### config.mk
export PLATFORM = sky130hd
export DESIGN_NAME = bpred_btb_param
export DESIGN_NICKNAME = d
export VERILOG_FILES = /design/src/rtl/bpred_btb_param.sv
export SDC_FILE = /design/constraint.sdc
export NUM_CORES = 2
export LEC_CHECK = 0
export BUFFER_PORTS_ARGS = -buffer_cell sky130_fd_sc_hd__clkbuf_2
export CAP_MARGIN = 20
export CORE_ASPECT_RATIO = 2
export CORE_MARGIN = 2
export CORE_UTILIZATION = 57
export DETAILED_ROUTE_END_ITERATION = 8
export HOLD_SLACK_MARGIN = 0.15
export PLACE_DENSITY = 0.72
export SLEW_MARGIN = 20
export SYNTH_ARGS = -nofsm -noshare
export SYNTH_HDL_FRONTEND = slang
export SYNTH_SLANG_ARGS = --single-unit
### constraint.sdc
create_clock -name clk -period 6.3 [get_ports clk]
set_clock_uncertainty 0.15 [all_clocks]
set_input_delay 1.26 -clock clk [delete_from_list [all_inputs] [get_ports clk]]
set_output_delay 1.26 -clock clk [all_outputs]
set_load 0.03 [all_outputs]
### src/rtl/bpred_btb_param.sv
// bpred_btb_param: parametrised branch target buffer plus pattern history
// table. IF looks up the fetch PC combinationally; ID allocates BTB entries
// and trains the saturating counters at the clock edge when not stalled.
// Optional feature macro: BPRED_GSHARE_EN. When defined, the PHT index is
// the BTB index XORed with a GHR_W-bit global history register.
module bpred_btb_param #(
    parameter int ENTRIES = 16,
    parameter int IDX_W   = 4,
    parameter int CTR_W   = 2,
    parameter int GHR_W   = 4
) (
    input  logic        clk,
    input  logic        rst_n,
    input  logic [31:0] if_pc,
    output logic        pre_taken,
    output logic [31:0] pre_bjpc,
    input  logic [31:0] ud_pc,
    input  logic        ud_BTB,
    input  logic        ud_pdt,
    input  logic        ud_taken,
    input  logic [31:0] real_bjpc,
    input  logic        pre_fch_wrong,
    input  logic        stall,
    output logic [31:0] mis_cnt
);

    localparam int TAG_W = 30 - IDX_W;
    localparam logic [CTR_W-1:0] CTR_MAX = '1;
    localparam logic [CTR_W-1:0] CTR_WT  = CTR_W'(1 << (CTR_W - 1));
    localparam logic [CTR_W-1:0] CTR_WNT = CTR_W'((1 << (CTR_W - 1)) - 1);

    logic             valid_q  [ENTRIES];
    logic [TAG_W-1:0] tag_q    [ENTRIES];
    logic [31:0]      target_q [ENTRIES];
    logic [CTR_W-1:0] ctr_q    [ENTRIES];

    logic [IDX_W-1:0] lk_idx;
    logic [IDX_W-1:0] ud_idx;
    logic [IDX_W-1:0] lk_pht;
    logic [IDX_W-1:0] ud_pht;
    logic [TAG_W-1:0] lk_tag;
    logic [TAG_W-1:0] ud_tag;
    logic             lk_hit;
    logic             ud_hit;
    logic [CTR_W-1:0] ud_ctr;
    logic [CTR_W-1:0] ctr_next;
    logic             upd_en;

    // The two low PC bits are always zero for aligned instructions.
    logic unused_pc_bits;
    assign unused_pc_bits = ^{if_pc[1:0], ud_pc[1:0]};

    assign lk_idx = if_pc[IDX_W+1:2];
    assign lk_tag = if_pc[31:IDX_W+2];
    assign ud_idx = ud_pc[IDX_W+1:2];
    assign ud_tag = ud_pc[31:IDX_W+2];
    assign upd_en = !stall;

`ifdef BPRED_GSHARE_EN
    logic [GHR_W-1:0] ghr;
    logic [IDX_W-1:0] ghr_ext;

    assign ghr_ext = IDX_W'(ghr);
    assign lk_pht  = lk_idx ^ ghr_ext;
    assign ud_pht  = ud_idx ^ ghr_ext;

    // Global history shifts in the resolved direction on every trained branch.
    always_ff @(posedge clk or negedge rst_n) begin
        if (!rst_n) begin
            ghr <= '0;
        end else if (upd_en && ud_pdt) begin
            ghr <= GHR_W'({ghr, ud_taken});
        end
    end
`else
    logic [GHR_W-1:0] unused_ghr;
    assign unused_ghr = '0;
    assign lk_pht     = lk_idx;
    assign ud_pht     = ud_idx;
`endif

    assign lk_hit = valid_q[lk_idx] && (tag_q[lk_idx] == lk_tag);
    assign ud_hit = valid_q[ud_idx] && (tag_q[ud_idx] == ud_tag);
    assign ud_ctr = ctr_q[ud_pht];

    // Lookup reads registered state only, so a same-cycle update is not bypassed.
    always_comb begin
        pre_taken = lk_hit && ctr_q[lk_pht][CTR_W-1];
        pre_bjpc  = if_pc + 32'd4;
        if (pre_taken) begin
            pre_bjpc = target_q[lk_idx];
        end
    end

    // Saturating step of the counter addressed by the update port.
    always_comb begin
        ctr_next = ud_ctr;
        if (ud_taken) begin
            if (ud_ctr != CTR_MAX) begin
                ctr_next = ud_ctr + 1'b1;
            end
        end else begin
            if (ud_ctr != '0) begin
                ctr_next = ud_ctr - 1'b1;
            end
        end
    end

    // BTB entries are (re)allocated on ud_BTB, overwriting any aliased tag.
    always_ff @(posedge clk or negedge rst_n) begin
        if (!rst_n) begin
            for (int i = 0; i < ENTRIES; i++) begin
                valid_q[i]  <= 1'b0;
                tag_q[i]    <= '0;
                target_q[i] <= '0;
            end
        end else if (upd_en && ud_BTB) begin
            valid_q[ud_idx]  <= 1'b1;
            tag_q[ud_idx]    <= ud_tag;
            target_q[ud_idx] <= real_bjpc;
        end
    end

    // Counters: allocation seeds a weak state, training only touches hitting entries.
    always_ff @(posedge clk or negedge rst_n) begin
        if (!rst_n) begin
            for (int i = 0; i < ENTRIES; i++) begin
                ctr_q[i] <= CTR_WNT;
            end
        end else if (upd_en) begin
            if (ud_BTB) begin
                ctr_q[ud_pht] <= ud_taken ? CTR_WT : CTR_WNT;
            end else if (ud_pdt && ud_hit) begin
                ctr_q[ud_pht] <= ctr_next;
            end
        end
    end

    // Mispredict event counter, free-running modulo 2^32.
    always_ff @(posedge clk or negedge rst_n) begin
        if (!rst_n) begin
            mis_cnt <= '0;
        end else if (upd_en && pre_fch_wrong) begin
            mis_cnt <= mis_cnt + 32'd1;
        end
    end

endmodule

# Word-level counts from Yosys, hierarchy flattened

Cells that the tools add are included.

Bitwise operators: 4
Equal/unequal tests: 3
Mux-type cells: 40
Order comparisons: 3
Reductions and logical operators: 11
Add/subtract/negate cells: 4

Operator list:

| cell                                                      | number |
|---|---|
| bitwise mux 512 bit                                       | 1 |
| bitwise mux 416 bit                                       | 1 |
| binary-select mux 26 bit (select 4 bit)                   | 2 |
| two-way mux 32 bit                                        | 6 |
| two-way mux 26 bit                                        | 5 |
| binary-select mux 32 bit (select 4 bit)                   | 1 |
| demux 32 bit (select 4 bit)                               | 1 |
| demux 26 bit (select 4 bit)                               | 1 |
| bitwise mux 32 bit                                        | 2 |
| == test 26 bit                                            | 2 |
| adder 32 x 1 -> 32 bit (second input constant)            | 1 |
| adder 32 x 3 -> 32 bit (second input constant)            | 1 |
| two-way mux 2 bit                                         | 9 |
| binary-select mux 2 bit (select 4 bit)                    | 2 |
| bitwise OR 16 bit                                         | 1 |
| greater-or-equal comparator 5 bit (second input constant) | 2 |
| NOT 4 -> 5 bit                                            | 2 |
| binary-select mux 1 bit (select 4 bit)                    | 2 |
| demux 2 bit (select 4 bit)                                | 1 |
| logical AND 1 bit                                         | 7 |
| < comparator 5 x 1 -> 1 bit (second input constant)       | 1 |
| two-way mux 1 bit                                         | 5 |
| demux 1 bit (select 4 bit)                                | 1 |
| nonzero test 2 bit                                        | 2 |
| other kinds (6)                                           | 6 |

Register bits: 1008
Logic and storage cells: 130
Bits of input ports: 103

# Logic depth before layout (Yosys ltp)

Word-level depth: 10
Gate-level depth with buffers: 16
Gate-level depth less buffers: 9

# Least setup slack after synthesis

Ideal clock, no wire load.

Path type: in2out
Start: input if_pc[2]
End: output pre_taken
Stages on the path: 11
Path buffers: 4
Path slack: 0.076 ns
Arrival: 4.814 ns
Path through: buf_2 -> buf_2 -> buf_2 -> buf_4 -> mux4_2 -> mux2i_1 -> nor3_1 -> nor3_1 -> nand4b_1 -> or4_1 -> nor4_1

Longest elaborated chain between the ends: 7
Elaborated cells between the ends (all ways): 13
Classes of those cells: eq/ne: 1; mux: 9; bitwise: 1; reduce/logical: 2

Ends and longest elaborated chain:

| item                                                  | RTL line | source |
|---|---|---|
| start: declaration                                    | 14       | `input logic [31:0] if_pc,` |
| NOT 4 -> 5 bit (not written as such) *                | 82, 88   |  |
| binary-select mux 26 bit (select 4 bit)               | 82       | `assign lk_hit = valid_q[lk_idx] && (tag_q[lk_idx] == lk_tag);` |
| two-way mux 26 bit (not written as such) (2 in a row) | 82       |  |
| == test 26 bit                                        | 82       |  |
| logical AND 1 bit                                     | 82       |  |
| logical AND 1 bit *                                   | 88       | `pre_taken = lk_hit && ctr_q[lk_pht][CTR_W-1];` |
| end: declaration                                      | 15       | `output logic pre_taken,` |

Mark *: on every way between the ends. The rest lies on a longest branch, timed or not. The select of a mux whose other input is x is not followed.

# Worst setup path after layout

Start: input if_pc[2]
End: output pre_bjpc[25]

Longest elaborated chain between the ends: 8
Elaborated cells between the ends (all ways): 18
Classes of those cells: add/sub: 1; eq/ne: 1; mux: 13; bitwise: 1; reduce/logical: 2

Ends and longest elaborated chain:

| item                                                  | RTL line   | source |
|---|---|---|
| NOT 4 -> 5 bit (not written as such)                  | 82, 88, 91 |  |
| binary-select mux 26 bit (select 4 bit)               | 82         |  |
| two-way mux 26 bit (not written as such) (2 in a row) | 82         |  |
| == test 26 bit                                        | 82         |  |
| logical AND 1 bit                                     | 82         |  |
| logical AND 1 bit                                     | 88         |  |
| two-way mux 32 bit *                                  | 90         | `if (pre_taken) begin` |
| end: declaration                                      | 16         | `output logic [31:0] pre_bjpc,` |

Marks and branches as above.

==> metrics.txt <==
Max Fclk=around 160 MHz; Die Ht=424.1 um; IO buf count=165; initial core utilization=0.5736; HP Class=reg2reg; Clk pin slew, worst setup/hold paths=0.07 ns; CP required=4.89 ns; endpoints failing setup=0; Layout fillers=6,439; Post-synth EDFFs=0; Synth cell types=between 70 and 80; Die X=roughly 210 um; crit path max fanout=39; DRT iter0 DRCs=approximately 3,300; status=finished, final reports clean; # clock sinks=~1,000; final worst path period need=between 6 and 7 ns; fraction of layout cells with a size suffix above 1=0.4660; Most used DFF post-synth=dfrtp_1; syn avg cell area=around 14 sq um; estimated wirelength of the detail-placed design=between 80 and 90 mm; setup TNS=0 ns; RePlAce Congestion=between 0.9 and 1; footprint of the multi-input gates=around 24,000 sq um; vias in the first global route=roughly 33,000; die area=between 90,000 and 100,000 sq um; Core ar.=87,670 sq um; CP Capture Type=output port; Ys Warns=0; DRC=0; area grow syn2layout=10.91%; FF/Latch Area=~25,000 sq um; Slew Limit Headroom=0.2736; Leakage=between 20 and 30 nW; clk root buf=clkbuf_16; Max Slew Vio Count=0; Layout Nets=between 3,000 and 4,000; Vias=approximately 32,000; final instance area=roughly 56,000 sq um; cts bufs inserted=90; H-tree levels=3; asr flop ratio synth=1.000; critical path class=in2out; #FFs+latches synth=between 1,000 and 1,500; Antenna Nets Post-Route=0; num rows=about 150; post-synthesis net count=roughly 3,600; most frequent cells after synthesis=992 x dfrtp_1, 831 x mux2_2, 360 x mux4_2; unrepaired setup endpoints after global routing=false; post-synthesis sequential area ratio=0.5020; CTS tree=yes; Post-DP Area=52,590 sq um; CP arrival=4.75 ns; area share of the largest cell type after synthesis=0.4937; synthesized cell area=50,290 sq um; CP Launch Type=primary input; Top Ports=approximately 170; Hold Fails Final Rpt=0; DRT Pass-1 Iters=6; PwrDens=322.2 nW/um^2; gate count after technology mapping=3,471; Total Routing Usage GR=0.3097; Vias/cell=6.605; max-cap viol count=0; fin crit share=0.9782; clk buf depth=3; drt total wl=137.8 mm; CTS Hold Bufs=0; initial antenna violation count=10; worst-margin pin slew=roughly 1.1 ns; Worst-Skew Late Latency=between 0.7 and 0.8 ns; WL per Instance=~29 um; first-pass GRT wire length=210.6 mm; maximum VDD drop=between 0.3 and 0.4 mV; largest area contributor in the synthesized netlist=dfrtp_1; pin count of the biggest net entering global routing=between 150 and 200; synth top area cells=dfrtp_1 49%, mux2_2 19%, mux4_2 16%; Final Hold Slack=0.3228 ns; total congestion overflow=0; most numerous cell in the Yosys netlist=dfrtp_1
==> kinds of logic (layout without fill, tap and decap cells) <==
kind of cell | after synthesis | count (layout) | share of synthesized area
other | 0 | 2 | 0
muxes | 1329 | 1329 | 0.3766
xor gates and xnor gates | 105 | 105 | 0.01829
adders and majority gates | 2 | 2 | 0.0004976
and+or+nand+nor | 393 | 393 | 0.03608
AOI/OAI and AO/OA | 297 | 297 | 0.03770
DFF | 1008 | 1008 | 0.5020
buffers and inverters | 337 | 473 | 0.02884
==> routing by layer <==
layer	share of wire	wire length [um]	up-vias	global-route usage
li1	-	-	13150	-
met5	0.00068	93	-	0
met4	0.034	4748	14	0.1059
met3	0.077	10580	265	0.05943
met1	0.40	55290	16850	0.4262
met2	0.49	67040	1288	0.4989
==> metrics by stage <==
step                  util  setup WS [ns]  instances  power [W]
floorplan                -        0.07594       3471    0.01093
global placement    0.5998        0.07108       4613    0.01193
detailed placement  0.5998        0.03880       4613    0.01214
CTS                 0.6360        0.03190       4777    0.01803
global route        0.6361        0.01195       4777    0.01871
finish              0.6361         0.1374       4779    0.01797
==> layout make-up <==
type / instances / share of cell area
Sequential cell: 1008 / 0.4526
Multi-Input combinational cell: 2126 / 0.4254
Clock buffer: 124 / 0.04590
Timing Repair Buffer: 286 / 0.03729
Tap cell: 1170 / 0.02625
Clock inverter: 40 / 0.01090
Inverter: 23 / 0.001548
Antenna cell: 2 / 0.00008974
==> path summary, 6_finish.rpt <==
check,cells after the start,start,slack (ns),to
setup / recovery,11,if_pc[2],0.14,pre_bjpc[25]
hold reg to reg,1,mis_cnt[31],0.32,mis_cnt[31]
min in group asynchronous,1,rst_n,0.41,mis_cnt[31]
max in group asynchronous,2,rst_n,4.11,target_q[318]
hold / removal,1,mis_cnt[31],0.32,mis_cnt[31]
setup reg to reg,10,tag_q[267],2.49,ctr_q[29]
==> registers in the layout, summed over array words and instances, names as in the netlist <==
| name | count |
|---|---|
| tag_q | 416 |
| ctr_q | 32 |
| target_q | 512 |
| valid_q | 16 |
| mis_cnt | 32 |
==> power breakdown <==
part | switching [W] | total [W] | internal, W
combinational | 0.00157 | 0.00357 | 0.00200
clock | 0.00260 | 0.00590 | 0.00330
sequential | 0.000772 | 0.00851 | 0.00773
total | 0.00494 | 0.0180 | 0.0130
==> worst max-delay path, stage by stage <==
cell	delay [ns]
buf_12	0.31
buf_4	0.29
mux4_2	0.53
mux4_2	0.57
xnor2_1	0.23
nand4b_1	0.13
nor2_1	0.12
nor4bb_4	0.36
buf_12	0.28
mux2_2	0.41
clkbuf_2	0.20
==> repair_timing <==
item	CTS	global route
endpoints found under the hold margin	0	0
endpoints found under the setup margin	0	33
resized for setup	0	1
setup buffers	0	0
==> cells in the final DEF, fill, tap and decap left out, drive strengths merged, types with 4 or more instances in the layout <==
cell type	instances
a221oi	11
mux2i	114
nand3	29
dfstp	16
nand4	16
nor3	15
a21oi	22
nand2b	19
nor2	36
o21ai	159
nor2b	12
dfrtp	992
or2	4
o211ai	14
clkinv	18
and3	16
a31oi	6
xor2	33
a22oi	26
xnor2	72
and2	5
inv	26
mux4	364
bufinv	10
o22ai	12
nand2	218
buf	128
clkbuf	282
nor4	11
mux2	851
a211oi	4
clkinvlp	9
o211a	5
a22o	8
(Power assumes the default switching activity.)
